$ cat config.mk
export PLATFORM = sky130hd
export DESIGN_NAME = axi_line_bridge
export DESIGN_NICKNAME = d
export VERILOG_FILES = /design/src/rtl/axi_line_bridge.sv
export SDC_FILE = /design/constraint.sdc
export NUM_CORES = 1
export LEC_CHECK = 0
export BUFFER_PORTS_ARGS = -buffer_cell sky130_fd_sc_hd__buf_2
export CORE_AREA = 4 4 260 262
export DETAILED_ROUTE_END_ITERATION = 12
export DIE_AREA = 0 0 264 266
export SYNTH_ARGS = -nofsm -noshare
export SYNTH_HDL_FRONTEND = slang
export SYNTH_SLANG_ARGS = --single-unit
$ cat constraint.sdc
create_clock -name clk -period 6.5 [get_ports clk]
set_input_delay 0 -clock clk [delete_from_list [all_inputs] [get_ports clk]]
set_output_delay 0 -clock clk [all_outputs]
set_load 0.01 [all_outputs]
$ cat src/rtl/axi_line_bridge.sv
// Cache-line to AXI3 bridge: round-robin arbitration over N_PORTS line requesters,
// one INCR burst per request, a single transaction in flight.
//
// state  | meaning
// S_IDLE | waiting for a request; grant and latch on any req_valid
// S_AR   | read address valid, waiting for arready
// S_R    | collecting read beats into the line buffer until rlast
// S_AW   | write address valid, waiting for awready
// S_W    | streaming line words, wlast on the final word
// S_B    | waiting for the write response
// S_RESP | completion presented to the granted port until resp_ready
module axi_line_bridge #(
  parameter int N_PORTS    = 2,
  parameter int LINE_WORDS = 4
) (
  input  logic                           clk,
  input  logic                           rst,
  input  logic [N_PORTS-1:0]             req_valid,
  output logic [N_PORTS-1:0]             req_ready,
  input  logic [N_PORTS*32-1:0]          req_addr,
  input  logic [N_PORTS-1:0]             req_write,
  input  logic [N_PORTS*32*LINE_WORDS-1:0] req_data,
  output logic [N_PORTS-1:0]             resp_valid,
  input  logic [N_PORTS-1:0]             resp_ready,
  output logic [32*LINE_WORDS-1:0]       resp_data,
  output logic                           resp_err,
  output logic                           arvalid,
  output logic [3:0]                     arid,
  output logic [31:0]                    araddr,
  output logic [3:0]                     arlen,
  output logic [2:0]                     arsize,
  output logic [1:0]                     arburst,
  output logic [1:0]                     arlock,
  output logic [3:0]                     arcache,
  output logic [2:0]                     arprot,
  input  logic                           arready,
  output logic                           rready,
  input  logic                           rvalid,
  input  logic [3:0]                     rid,
  input  logic [31:0]                    rdata,
  input  logic [1:0]                     rresp,
  input  logic                           rlast,
  output logic                           awvalid,
  output logic [3:0]                     awid,
  output logic [31:0]                    awaddr,
  output logic [3:0]                     awlen,
  output logic [2:0]                     awsize,
  output logic [1:0]                     awburst,
  output logic [1:0]                     awlock,
  output logic [3:0]                     awcache,
  output logic [2:0]                     awprot,
  input  logic                           awready,
  output logic                           wvalid,
  output logic [3:0]                     wid,
  output logic [31:0]                    wdata,
  output logic [3:0]                     wstrb,
  output logic                           wlast,
  input  logic                           wready,
  output logic                           bready,
  input  logic                           bvalid,
  input  logic [3:0]                     bid,
  input  logic [1:0]                     bresp
);
  localparam int LW = 32 * LINE_WORDS;
  localparam int PW = (N_PORTS > 1) ? $clog2(N_PORTS) : 1;
  localparam int CW = (LINE_WORDS > 1) ? $clog2(LINE_WORDS) : 1;
  localparam int OB = $clog2(4 * LINE_WORDS);
  localparam logic [31:0] ADDR_MASK = ~((32'd1 << OB) - 32'd1);
  localparam logic [CW-1:0] LAST = CW'(LINE_WORDS - 1);

  typedef enum logic [2:0] {S_IDLE, S_AR, S_R, S_AW, S_W, S_B, S_RESP} state_t;

  state_t            state;
  logic [PW-1:0]     port_q;
  logic [PW-1:0]     last_grant;
  logic [31:0]       addr_q;
  logic [LW-1:0]     line_q;
  logic [CW-1:0]     cnt_q;
  logic              full_q;
  logic              err_q;
  logic [PW-1:0]     grant;
  logic              any_req;
  int                idx;

  // IDs are not checked: only one transaction is ever outstanding.
  logic unused_ids;
  assign unused_ids = ^{rid, bid};

  // Scan from farthest to nearest so the port right after last_grant wins.
  always_comb begin
    grant   = '0;
    any_req = 1'b0;
    idx     = 0;
    for (int i = N_PORTS; i >= 1; i--) begin
      idx = (int'(last_grant) + i) % N_PORTS;
      if (req_valid[PW'(idx)]) begin
        grant   = PW'(idx);
        any_req = 1'b1;
      end
    end
  end

  assign req_ready = (state == S_IDLE && any_req && !rst) ? (N_PORTS'(1) << grant) : '0;

  assign araddr  = addr_q;
  assign arid    = 4'(port_q);
  assign arlen   = 4'(LINE_WORDS - 1);
  assign arsize  = 3'b010;
  assign arburst = 2'b01;
  assign arlock  = 2'b00;
  assign arcache = 4'b0000;
  assign arprot  = 3'b000;
  assign awaddr  = addr_q;
  assign awid    = 4'(port_q);
  assign awlen   = 4'(LINE_WORDS - 1);
  assign awsize  = 3'b010;
  assign awburst = 2'b01;
  assign awlock  = 2'b00;
  assign awcache = 4'b0000;
  assign awprot  = 3'b000;
  assign wid     = 4'(port_q);
  assign wdata   = line_q[32*int'(cnt_q) +: 32];
  assign wstrb   = 4'hF;
  assign wlast   = (cnt_q == LAST);
  assign resp_data = line_q;
  assign resp_err  = err_q;

  always_ff @(posedge clk) begin
    if (rst) begin
      state      <= S_IDLE;
      last_grant <= PW'(N_PORTS - 1);
      port_q     <= '0;
      addr_q     <= '0;
      line_q     <= '0;
      cnt_q      <= '0;
      full_q     <= 1'b0;
      err_q      <= 1'b0;
      arvalid    <= 1'b0;
      awvalid    <= 1'b0;
      rready     <= 1'b0;
      wvalid     <= 1'b0;
      bready     <= 1'b0;
      resp_valid <= '0;
    end else begin
      case (state)
        S_IDLE: if (any_req) begin
          port_q     <= grant;
          last_grant <= grant;
          addr_q     <= req_addr[32*int'(grant) +: 32] & ADDR_MASK;
          cnt_q      <= '0;
          full_q     <= 1'b0;
          err_q      <= 1'b0;
          if (req_write[grant]) begin
            line_q  <= req_data[LW*int'(grant) +: LW];
            awvalid <= 1'b1;
            state   <= S_AW;
          end else begin
            arvalid <= 1'b1;
            state   <= S_AR;
          end
        end
        S_AR: if (arready) begin
          arvalid <= 1'b0;
          rready  <= 1'b1;
          state   <= S_R;
        end
        S_R: if (rvalid) begin
          // Beats beyond the line length are dropped once the last slot is filled.
          if (!full_q) begin
            line_q[32*int'(cnt_q) +: 32] <= rdata;
            if (cnt_q == LAST) full_q <= 1'b1;
            else cnt_q <= cnt_q + 1'b1;
          end
          if (rresp != 2'b00) err_q <= 1'b1;
          if (rlast) begin
            rready     <= 1'b0;
            resp_valid <= N_PORTS'(1) << port_q;
            state      <= S_RESP;
          end
        end
        S_AW: if (awready) begin
          awvalid <= 1'b0;
          wvalid  <= 1'b1;
          state   <= S_W;
        end
        S_W: if (wready) begin
          if (cnt_q == LAST) begin
            wvalid <= 1'b0;
            bready <= 1'b1;
            cnt_q  <= '0;
            state  <= S_B;
          end else begin
            cnt_q <= cnt_q + 1'b1;
          end
        end
        S_B: if (bvalid) begin
          bready <= 1'b0;
          if (bresp != 2'b00) err_q <= 1'b1;
          resp_valid <= N_PORTS'(1) << port_q;
          state      <= S_RESP;
        end
        S_RESP: if (resp_ready[port_q]) begin
          resp_valid <= '0;
          err_q      <= 1'b0;
          state      <= S_IDLE;
        end
        default: state <= S_IDLE;
      endcase
    end
  end
endmodule

Yosys cells after proc, flatten, opt, wreduce, memory -nomap -nowiden
Index checks and enable logic that the tools add are counted.
{"block": "op_classes", "n_mux": 73, "shifts": 7, "order_cmp": 4, "n_reduce_logical": 27, "add_sub_neg": 4, "eq_ne": 22}
{"op": "128-bit 2-to-1 mux", "count": 4}
{"op": "128-bit case mux with 2 select lines", "count": 1}
{"op": "256-bit by 9-bit indexed part select with 128-bit output", "count": 1}
{"op": "128-bit bitwise mux", "count": 1}
{"op": "32-bit by 33-bit variable shift with 128-bit output (first input constant)", "count": 1}
{"op": "128-bit by 8-bit indexed part select with 32-bit output", "count": 1}
{"op": "32-bit by 33-bit indexed part select with 128-bit output", "count": 1}
{"op": "64-bit by 7-bit indexed part select with 32-bit output", "count": 1}
{"op": "1-bit 2-to-1 mux", "count": 36}
{"op": "7-bit negation with 33-bit output", "count": 1}
{"op": "2-bit != test (second input constant)", "count": 14}
{"op": "3-bit 2-to-1 mux", "count": 9}
{"op": "2-bit 2-to-1 mux", "count": 12}
{"op": "3-bit case mux with 7 select lines", "count": 1}
{"op": "4-bit AND reduction", "count": 5}
{"op": "2-bit nonzero test", "count": 8}
{"op": "1-bit case mux with 2 select lines", "count": 6}
{"op": "2-bit case mux with 3 select lines", "count": 2}
{"op": "5-bit AND reduction", "count": 2}
{"op": "3-bit == test (second input constant)", "count": 3}
{"op": "9-bit AND reduction", "count": 1}
{"op": "7-bit AND reduction", "count": 1}
{"op": "3-bit by 2-bit == test with 1-bit output (second input constant)", "count": 2}
{"op": "1-bit by 3-bit < comparator with 1-bit output (second input constant)", "count": 2}
{"op": "other kinds (16)", "count": 21}
{"block": "word_totals", "register_bits": 172, "word_cells": 151, "output_inout_bits": 287, "inputBits": 378}

Longest topological paths before layout
Gate-level depths: netlist (run 1).
{"block": "depth", "word_depth": 11, "mapped_depth": 10, "depth_no_buf": 6}

Worst setup path after synthesis (run 1)
No wires, ideal clock.
{"block": "synth_path", "path_kind": "register to register", "from": "reg cnt_q[1]", "to": "reg line_q[48], in the netlist resp_data[48]", "required_ns": 6.419, "t_arrival_ns": 2.297, "period_less_slack_ns": 2.378, "stages_incl_launch_ff": 10, "setup_time_ns": 0.081, "path_buffers": 3, "slack_ns": 4.122, "path_cell_list": "dfxtp_1 -> clkbuf_1 -> buf_2 -> inv_1 -> ha_1 -> nand2b_1 -> nor4_4 -> buf_6 -> a22oi_1 -> a211oi_2"}
{"block": "synth_between", "elab_chain_len": 6, "word_cells_on_any_way": 7, "cone_classes": "1 x add/sub; 2 x shift; 4 x mux"}
{"element": "start, declared", "line": "78", "source": "logic [CW-1:0] cnt_q;"}
{"element": "start signal, assigned", "line": "172", "source": "else cnt_q <= cnt_q + 1'b1;"}
{"element": "start signal, assigned", "line": "193", "source": "cnt_q <= cnt_q + 1'b1;"}
{"element": "7-bit negation with 33-bit output *", "line": "170", "source": "line_q[32*int'(cnt_q) +: 32] <= rdata;"}
{"element": "32-bit by 33-bit indexed part select with 128-bit output or 32-bit by 33-bit variable shift with 128-bit output (tied branches)", "line": "170"}
{"element": "128-bit bitwise mux *", "line": "170"}
{"element": "128-bit 2-to-1 mux *", "line": "169", "source": "if (!full_q) begin"}
{"element": "128-bit 2-to-1 mux *", "line": "167", "source": "S_R: if (rvalid) begin"}
{"element": "128-bit case mux with 2 select lines *", "line": "145", "source": "case (state)"}
{"element": "end signal, assigned", "line": "154", "source": "line_q <= req_data[LW*int'(grant) +: LW];"}
{"element": "end signal, assigned by index", "line": "170"}
{"element": "end, declared", "line": "77", "source": "logic [LW-1:0] line_q;"}
Every way passes the cells marked *; elsewhere a longest branch is shown, timed or not. The select of a mux whose other input is x is not followed.
A chain may end at the register's enable or synchronous reset.

Worst setup path after layout (run 1)
{"block": "layout_path", "from": "reg state[2]", "to": "reg line_q[112], in the netlist resp_data[112]"}
{"block": "layout_between", "elab_chain_len": 3, "word_cells_on_any_way": 9, "cone_classes": "5 x eq/ne; 1 x mux; 3 x reduce/logical"}
{"element": "start, declared", "line": "73", "source": "state_t state;"}
{"element": "start signal, assigned", "line": "130", "source": "state <= S_IDLE;"}
{"element": "start signal, assigned", "line": "156", "source": "state <= S_AW;"}
{"element": "start signal, assigned", "line": "159", "source": "state <= S_AR;"}
{"element": "3-bit by 2-bit == test with 1-bit output or 3-bit zero test (tied branches)", "line": "145"}
{"element": "2-bit != test (no source line), or another cell as far along"}
{"element": "5-bit AND reduction (no source line)"}
Several ways; a longest one is shown, not always the timed one.

==> results of run 1 <==
-- flip-flops by register name, summed over array words and instances (netlist names) --
signal	flops
cnt_q	2
araddr	28
resp_valid	2
awvalid	1
state	3
wvalid	1
resp_err	1
rready	1
last_grant	1
bready	1
full_q	1
port_q	1
arvalid	1
resp_data	128
-- final cells by class --
class | instances | area, um^2
sequential | 172 | 3448
tap | 864 | 1081
fill | 6966 | 48580
timing repair buffer | 761 | 4609
clock inverter | 14 | 146.4
clock buffer | 18 | 429.2
multi-input combinational | 796 | 7062
inverter | 11 | 41.29
-- worst max-delay path, delay by kind of cell, from the launching register on --
| family | cells | cell delay, ns |
|---|---|---|
| buffers and inverters | 2 | 1.32 |
| DFF | 1 | 0.76 |
| and+or+nand+nor | 1 | 0.95 |
| AOI/OAI and AO/OA | 2 | 0.33 |
-- cell usage in the layout, fill, tap and decap left out, types with 5 or more instances in the layout --
| cell type | count |
|---|---|
| nand2_1 | 13 |
| a21oi_1 | 133 |
| buf_4 | 26 |
| buf_2 | 589 |
| clkbuf_16 | 17 |
| mux2_2 | 128 |
| a211oi_2 | 120 |
| a22oi_1 | 129 |
| clkinvlp_4 | 6 |
| a211oi_1 | 37 |
| ha_1 | 5 |
| mux2i_1 | 32 |
| nor2_1 | 36 |
| inv_1 | 10 |
| conb_1 | 57 |
| dfxtp_1 | 170 |
| dlygate4sd3_1 | 145 |
| mux4_2 | 32 |
-- worst max path at each step --
stage                     startpoint              to  cells after the start
after global placement      cnt_q[1]   resp_data[87]                      7
final                       state[2]  resp_data[112]                      5
after global routing        state[2]   resp_data[82]                      5
after floorplan             cnt_q[1]   resp_data[48]                      9
after CTS                   cnt_q[1]   resp_data[91]                      7
after detailed placement    cnt_q[1]   resp_data[90]                      7
-- per-layer routing --
metal,track usage [%],up-vias
met4,5.083,0
met5,0,-
met2,26.49,719
met1,18.96,5806
li1,-,5508
met3,4.091,78
-- what timing repair did --
item                      CTS  global route
hold endpoints to repair  160             0
resized for setup           0             0
hold buffers              145             0
-- cells by family after synthesis --
kind of cell	synth area share (%)
compound gates	31.72
xor+xnor	0.07521
fa+ha+maj	0.5371
buf+inv	12.14
flops	29.56
mux	21.31
other cells	0.06448
simple gates	4.587
-- metrics by stage --
step / hold slack [ns] / std cells / utilization [%] / setup WS [ns] / cell area, um^2
6_report: 0.04568 / 2636 / 25.72 / 2.922 / 16820
3_3_place_gp: 0.3279 / 2459 / 22.62 / 2.935 / 14790
4_1_cts: 0.0001888 / 2636 / 25.72 / 2.888 / 16820
3_5_place_dp: 0.3311 / 2459 / 22.62 / 2.895 / 14790
5_1_grt: 0.03193 / 2636 / 25.72 / 2.722 / 16820
2_1_floorplan: 0.1721 / 1195 / - / 4.122 / 11850
-- power breakdown --
group	switching, W	internal (W)	total (W)
combinational	0.00232	0.00152	0.00383
sequential	0.000397	0.00144	0.00184
clock	0.000489	0.000565	0.00105
total	0.00320	0.00352	0.00673
==> run_results.csv, run 1 <==
group,metric,value,unit
worst_setup_path,path_cells,"or3b_4 -> buf_4 -> a22oi_1 -> dlygate4sd3_1 -> a211oi_2",
synth,synth-async-reset-ratio,0,%
clock_tree,postCtsSetupBuffers,0,
place,gp_congestion,0.7710,
worst_setup_path,rr_endpoint,"resp_data[112]",
synth,netlist_area,11650,um^2
sta,finalCritPeriodShare,55.04,%
synth,synth_edf_count,0,
drt,ant_nets,0,
synth,synth_commonest_cells,"dfxtp_1, a21oi_1, a22oi_1",
synth,synth-seq-cells,172,
clock_tree,cts_sinks,172,
worst_setup_path,slowest_stage,"or3b_4",
sta,skew,0.01118,ns
worst_setup_path,crit_type,"flip-flop to flip-flop",
sta,min_period,3.578,ns
sta,finalHoldViolCount,0,
worst_setup_path,reg2reg_slack,2.92,ns
worst_setup_path,rr_startpoint,"state[2]",
worst_hold_path,whs_path_depth,3,
place,io_buffers,590,
synth,ys.flop_type,"dfxtp_1",
drt,routed-wl-met3,4780,um
floorplanning,core,65390,um^2
sta,setup_viol,0,
cells_and_area,area_delta_synth_final,44.39,%
worst_hold_path,min-delay-start,"req_addr[38]",
synth,synth_cell_types,55,
synth,synth_warnings,0,
global_routing,antenna_found_initial,3,
place,hpwl,41530,um
drt,vias_per_cell,4.594,
global_routing,grt_max_degree,92,
run_status,status,"finished clean",
drt,wl_per_cell,21.72,um
clock_tree,cts_inserted_buffers,17,
drt,drt-met1-wl,23300,um
sta,setup-tns-final,0,ns
drt,drc_errors,0,
pwr,ir_drop,0.0002809,V
cells_and_area,final_nets,2142,
clock_tree,cts_root_buffer,"clkbuf_16",
global_routing,grt_pass1_vias,12040,
drt,drt-total-wl,57250,um
clock_tree,cts_tree,"done",
cells_and_area,diodes,0,
synth,ys_top_cells_by_area,"dfxtp_1, a211oi_2, mux2_2",
worst_setup_path,crit_path_start_kind,"flip-flop",
sta,relSlewSlack,26.68,%
drt,top_layer,"met4",
global_routing,gr-total-overflow,0,
pwr,power_density,399.9,nW/um^2
worst_setup_path,worstPathArrival,3.96,ns
worst_hold_path,hp-class,"primary input to flip-flop",
floorplanning,die_h,266,um
worst_setup_path,endpoint_kind,"flip-flop",
worst_setup_path,required,6.88,ns
sta,worstMarginPinSlew,1.100,ns
drt,wl_met2,27590,um
floorplanning,die_w,264,um
synth,synth_seq_area_share,29.56,%
synth,yosys.area.top_type,"dfxtp_1",
run,max_cap_viol_count,0,
worst_hold_path,hold_end,"araddr[6]",
synth,synth_area_per_cell,10.22,um^2
clock_tree,htreeDepth,4,
global_routing,grt_first_pass_wirelength,81050,um
pwr,finalPower,0.006726,W
sta,finalMaxSlewViolations,0,
drt,drt_pre_antenna_iters,5,
clock_tree,clock_path_buffers,2,
synth,yosys.area.top_type_share,29.56,%
floorplanning,io_pins,665,
pwr,p_leak,7.369,nW
drt,first_iter_violations,726,
floorplanning,dieArea,70220,um^2
floorplanning,rows,94,
global_routing,grt_use_total,15.47,%
floorplanning,initial_utilization,17.81,%
clock_tree,clk_latency,0.47,ns
clock_tree,cts.clk_slew.worst_paths,0.07,ns
worst_setup_path,worstPathMaxFanout,68,
synth,syn_inst,1140,
cells_and_area,drive_gt1_share,53.44,%
synth,yosysMostFrequentCell,"dfxtp_1",
sta,max_freq,279.5,MHz
drt,vias,12110,
worst_setup_path,rr_worst_depth,5,
sta,rsz0062_at_grt,"no",
worst_setup_path,slowest_delay,0.95,ns
No activity file was read; power rests on OpenSTA's default activity.
==> run 2: changes to the inputs <==
--- a/config.mk
+++ b/config.mk
@@ -5,10 +5,11 @@
 export SDC_FILE = /design/constraint.sdc
 export NUM_CORES = 1
 export LEC_CHECK = 0
+export ABC_AREA = 1
 export BUFFER_PORTS_ARGS = -buffer_cell sky130_fd_sc_hd__buf_2
-export CORE_AREA = 4 4 260 262
+export CORE_AREA = 4 4 256 258
 export DETAILED_ROUTE_END_ITERATION = 12
-export DIE_AREA = 0 0 264 266
+export DIE_AREA = 0 0 260 262
 export SYNTH_ARGS = -nofsm -noshare
 export SYNTH_HDL_FRONTEND = slang
 export SYNTH_SLANG_ARGS = --single-unit
==> constraint.sdc (replaced) <==
create_clock -name clk -period 3.35 [get_ports clk]
set_input_delay 0 -clock clk [delete_from_list [all_inputs] [get_ports clk]]
set_output_delay 0 -clock clk [all_outputs]
set_load 0.01 [all_outputs]
==> run 2 against run 1 <==
Critical path depth grew 4. Non-clock buffer count grew 180. Sequential share of layout area shrank 2.4 points. Combinational power grew to 2.9 times the previous value. Sequential power grew 93%. Clock skew grew 0.0045 ns. Area after synthesis grew 1.9%. Total power grew 150%. Critical path type unchanged. Largest cell class unchanged.
==> run_results.csv, run 2 <==
group,metric,value,unit
cells_and_area,final_cell_mix,"buf_2, nand2_1, nor2_1",
place,gp_congestion,0.8893,
drt,drt-total-wl,68100,um
run,max_cap_viol_count,0,
run_status,status,"finished clean",
synth,synth_commonest_cells,"nand2_1, nor2_1, o21ai_0",
synth,yosysMostFrequentCell,"nand2_1",
worst_setup_path,path_cells,"inv_2 -> ha_2 -> inv_1 -> nor2_4 -> buf_4 -> o2bb2ai_1 -> dlygate4sd3_1 -> nor2_1 -> nor2_1",
synth,synth_warnings,0,
drt,drc_errors,0,
synth,synth_area_per_cell,5.899,um^2
worst_setup_path,cpLargestDelayFamily,"buffers and inverters",
sta,setup-tns-final,0,ns
floorplanning,rows,92,
synth,syn_inst,2012,
clock_tree,htreeDepth,4,
drt,drt_pre_antenna_iters,6,
drt,first_iter_violations,1444,
floorplanning,initial_utilization,18.85,%
sta,setup_viol,0,
clock_tree,cts_root_buffer,"clkbuf_16",
worst_setup_path,rr_endpoint,"resp_data[48]",
clock_tree,cts_inserted_buffers,17,
clock_tree,cts_tree,"done",
sta,finalHoldViolCount,0,
clock_tree,clock_path_buffers,2,
floorplanning,io_pins,665,
synth,synth_seq_area_share,29.01,%
synth,yosys.area.top_type,"dfxtp_1",
worst_hold_path,hold_end,"resp_err",
worst_hold_path,hp-class,"primary input to flip-flop",
sta,finalMaxSlewViolations,0,
global_routing,grt_pass1_vias,15580,
floorplanning,die_w,260,um
sta,min_period,3.102,ns
cells_and_area,largest_register_ff_count,128,
sta,skew,0.01569,ns
drt,vias_per_cell,4.594,
synth,synth-seq-cells,172,
synth,yosys.area.top_type_share,29.01,%
worst_hold_path,whs_path_depth,7,
synth,ys_top_cells_by_area,"dfxtp_1, nand2_1, nor2_1",
global_routing,antenna_found_initial,10,
cells_and_area,n_fill_cell,6872,
drt,wl_per_cell,18.65,um
sta,rsz0062_at_grt,"no",
global_routing,grt_use_total,18.63,%
clock_tree,cts_sinks,172,
global_routing,grt_first_pass_wirelength,95570,um
sta,worstMarginPinSlew,0.8768,ns
floorplanning,die_h,262,um
synth,synth-async-reset-ratio,0,%
worst_setup_path,cp_num_buf_inv,4,
sta,relSlewSlack,41.55,%
worst_setup_path,reg2reg_slack,0.25,ns
cells_and_area,layout_commonest_cell,"buf_2",
synth,netlist_area,11870,um^2
pwr,finalPower,0.01671,W
worst_hold_path,min-delay-start,"rresp[0]",
worst_setup_path,worstPathArrival,3.52,ns
cells_and_area,area_delta_synth_final,60.31,%
worst_setup_path,slowest_delay,0.75,ns
worst_setup_path,crit_type,"flip-flop to flip-flop",
worst_setup_path,crit_path_start_kind,"flip-flop",
place,hpwl,47550,um
worst_setup_path,endpoint_kind,"flip-flop",
pwr,power_density,878.2,nW/um^2
worst_setup_path,required,3.76,ns
drt,ant_nets,0,
synth,synth_edf_count,0,
place,io_buffers,590,
worst_setup_path,rr_worst_depth,9,
synth,synth_cell_types,32,
cells_and_area,final_nets,3168,
global_routing,grt_max_degree,129,
sta,max_freq,322.3,MHz
global_routing,gr-total-overflow,0,
worst_setup_path,worst_path_most_repeated_cell,"nor2_1",
pwr,ir_drop,0.0005148,V
drt,vias,16770,
worst_setup_path,slowest_stage,"ha_2",
sta,finalCritPeriodShare,92.60,%
floorplanning,dieArea,68120,um^2
clock_tree,clk_latency,0.48,ns
worst_setup_path,rr_startpoint,"cnt_q[1]",
cells_and_area,drive_gt1_share,24.59,%
worst_setup_path,worstPathMaxFanout,19,
floorplanning,core,62970,um^2
clock_tree,cts.clk_slew.worst_paths,0.07,ns
synth,ys.flop_type,"dfxtp_1",
pwr,p_leak,9.542,nW
## run 2: metal layers
| layer | wire, um | track usage [%] | share of wire, % |
|---|---|---|---|
| met2 | 31680 | 31.16 | 47 |
| met5 | 39 | 0 | 0.057 |
| met3 | 7279 | 5.435 | 11 |
| met4 | 2951 | 8.649 | 4.3 |
| met1 | 26150 | 22.08 | 38 |
## run 2: worst min-delay path, stage by stage
cell	delay (ns)
buf_2	0.10
nor2_1	0.08
nand2_1	0.05
nand2_1	0.06
nor2_1	0.05
a21oi_1	0.11
nor2_1	0.05
## run 2: stage by stage
stage,util [%],instance area (um^2),std cells,hold slack (ns),worst slack [ns]
after floorplan,-,12080,2067,0.1586,0.7176
after global placement,24.25,15270,3300,0.2696,0.6358
after detailed placement,24.25,15270,3300,0.2739,0.6697
after CTS,30.18,19000,3644,0.003156,0.1120
after global routing,30.19,19010,3645,0.03849,0.1231
final,30.22,19030,3651,0.06396,0.2478
## run 2: repair_timing
| item | in CTS | in global routing |
|---|---|---|
| setup buffers | 0 | 0 |
| gates resized for setup | 0 | 1 |
| hold endpoints to repair | 164 | 0 |
| hold buffers | 312 | 0 |
| setup endpoints to repair | 0 | 28 |
## run 2: layout make-up
type / count / area (um^2) / share of cell area (%)
diodes: 7 / 17.52 / 0.09206
clock buffers: 19 / 452.9 / 2.380
clock inverters: 13 / 156.4 / 0.8220
inverters: 161 / 616.8 / 3.242
multi-input cells: 1492 / 6774 / 35.60
flip-flops and latches: 172 / 3445 / 18.10
well taps: 846 / 1059 / 5.563
repair buffers: 941 / 6506 / 34.19
## run 2: kinds of logic after synthesis
logic type	count (synthesis)	synth area share [%]
and+or+nand+nor	973	32.62
AOI/OAI and AO/OA	457	21.79
buffers and inverters	403	15.99
DFF	172	29.01
adders and majority gates	5	0.5271
other	2	0.06327
## run 2: how the worst max path moves through the flow
stage / startpoint / to / slack (ns) / cells past startpoint
final: cnt_q[1] / resp_data[48] / 0.25 / 9
after global routing: state[2] / resp_data[10] / 0.12 / 10
after CTS: state[2] / resp_data[7] / 0.11 / 10
after detailed placement: state[2] / resp_data[8] / 0.67 / 9
after global placement: state[2] / resp_data[13] / 0.64 / 9
after floorplan: cnt_q[0] / resp_data[0] / 0.72 / 13
## run 2: power by group
part	switching [W]	internal (W)
logic	0.00693	0.00405
clock network	0.00102	0.00116
registers	0.000684	0.00287
total	0.00863	0.00808
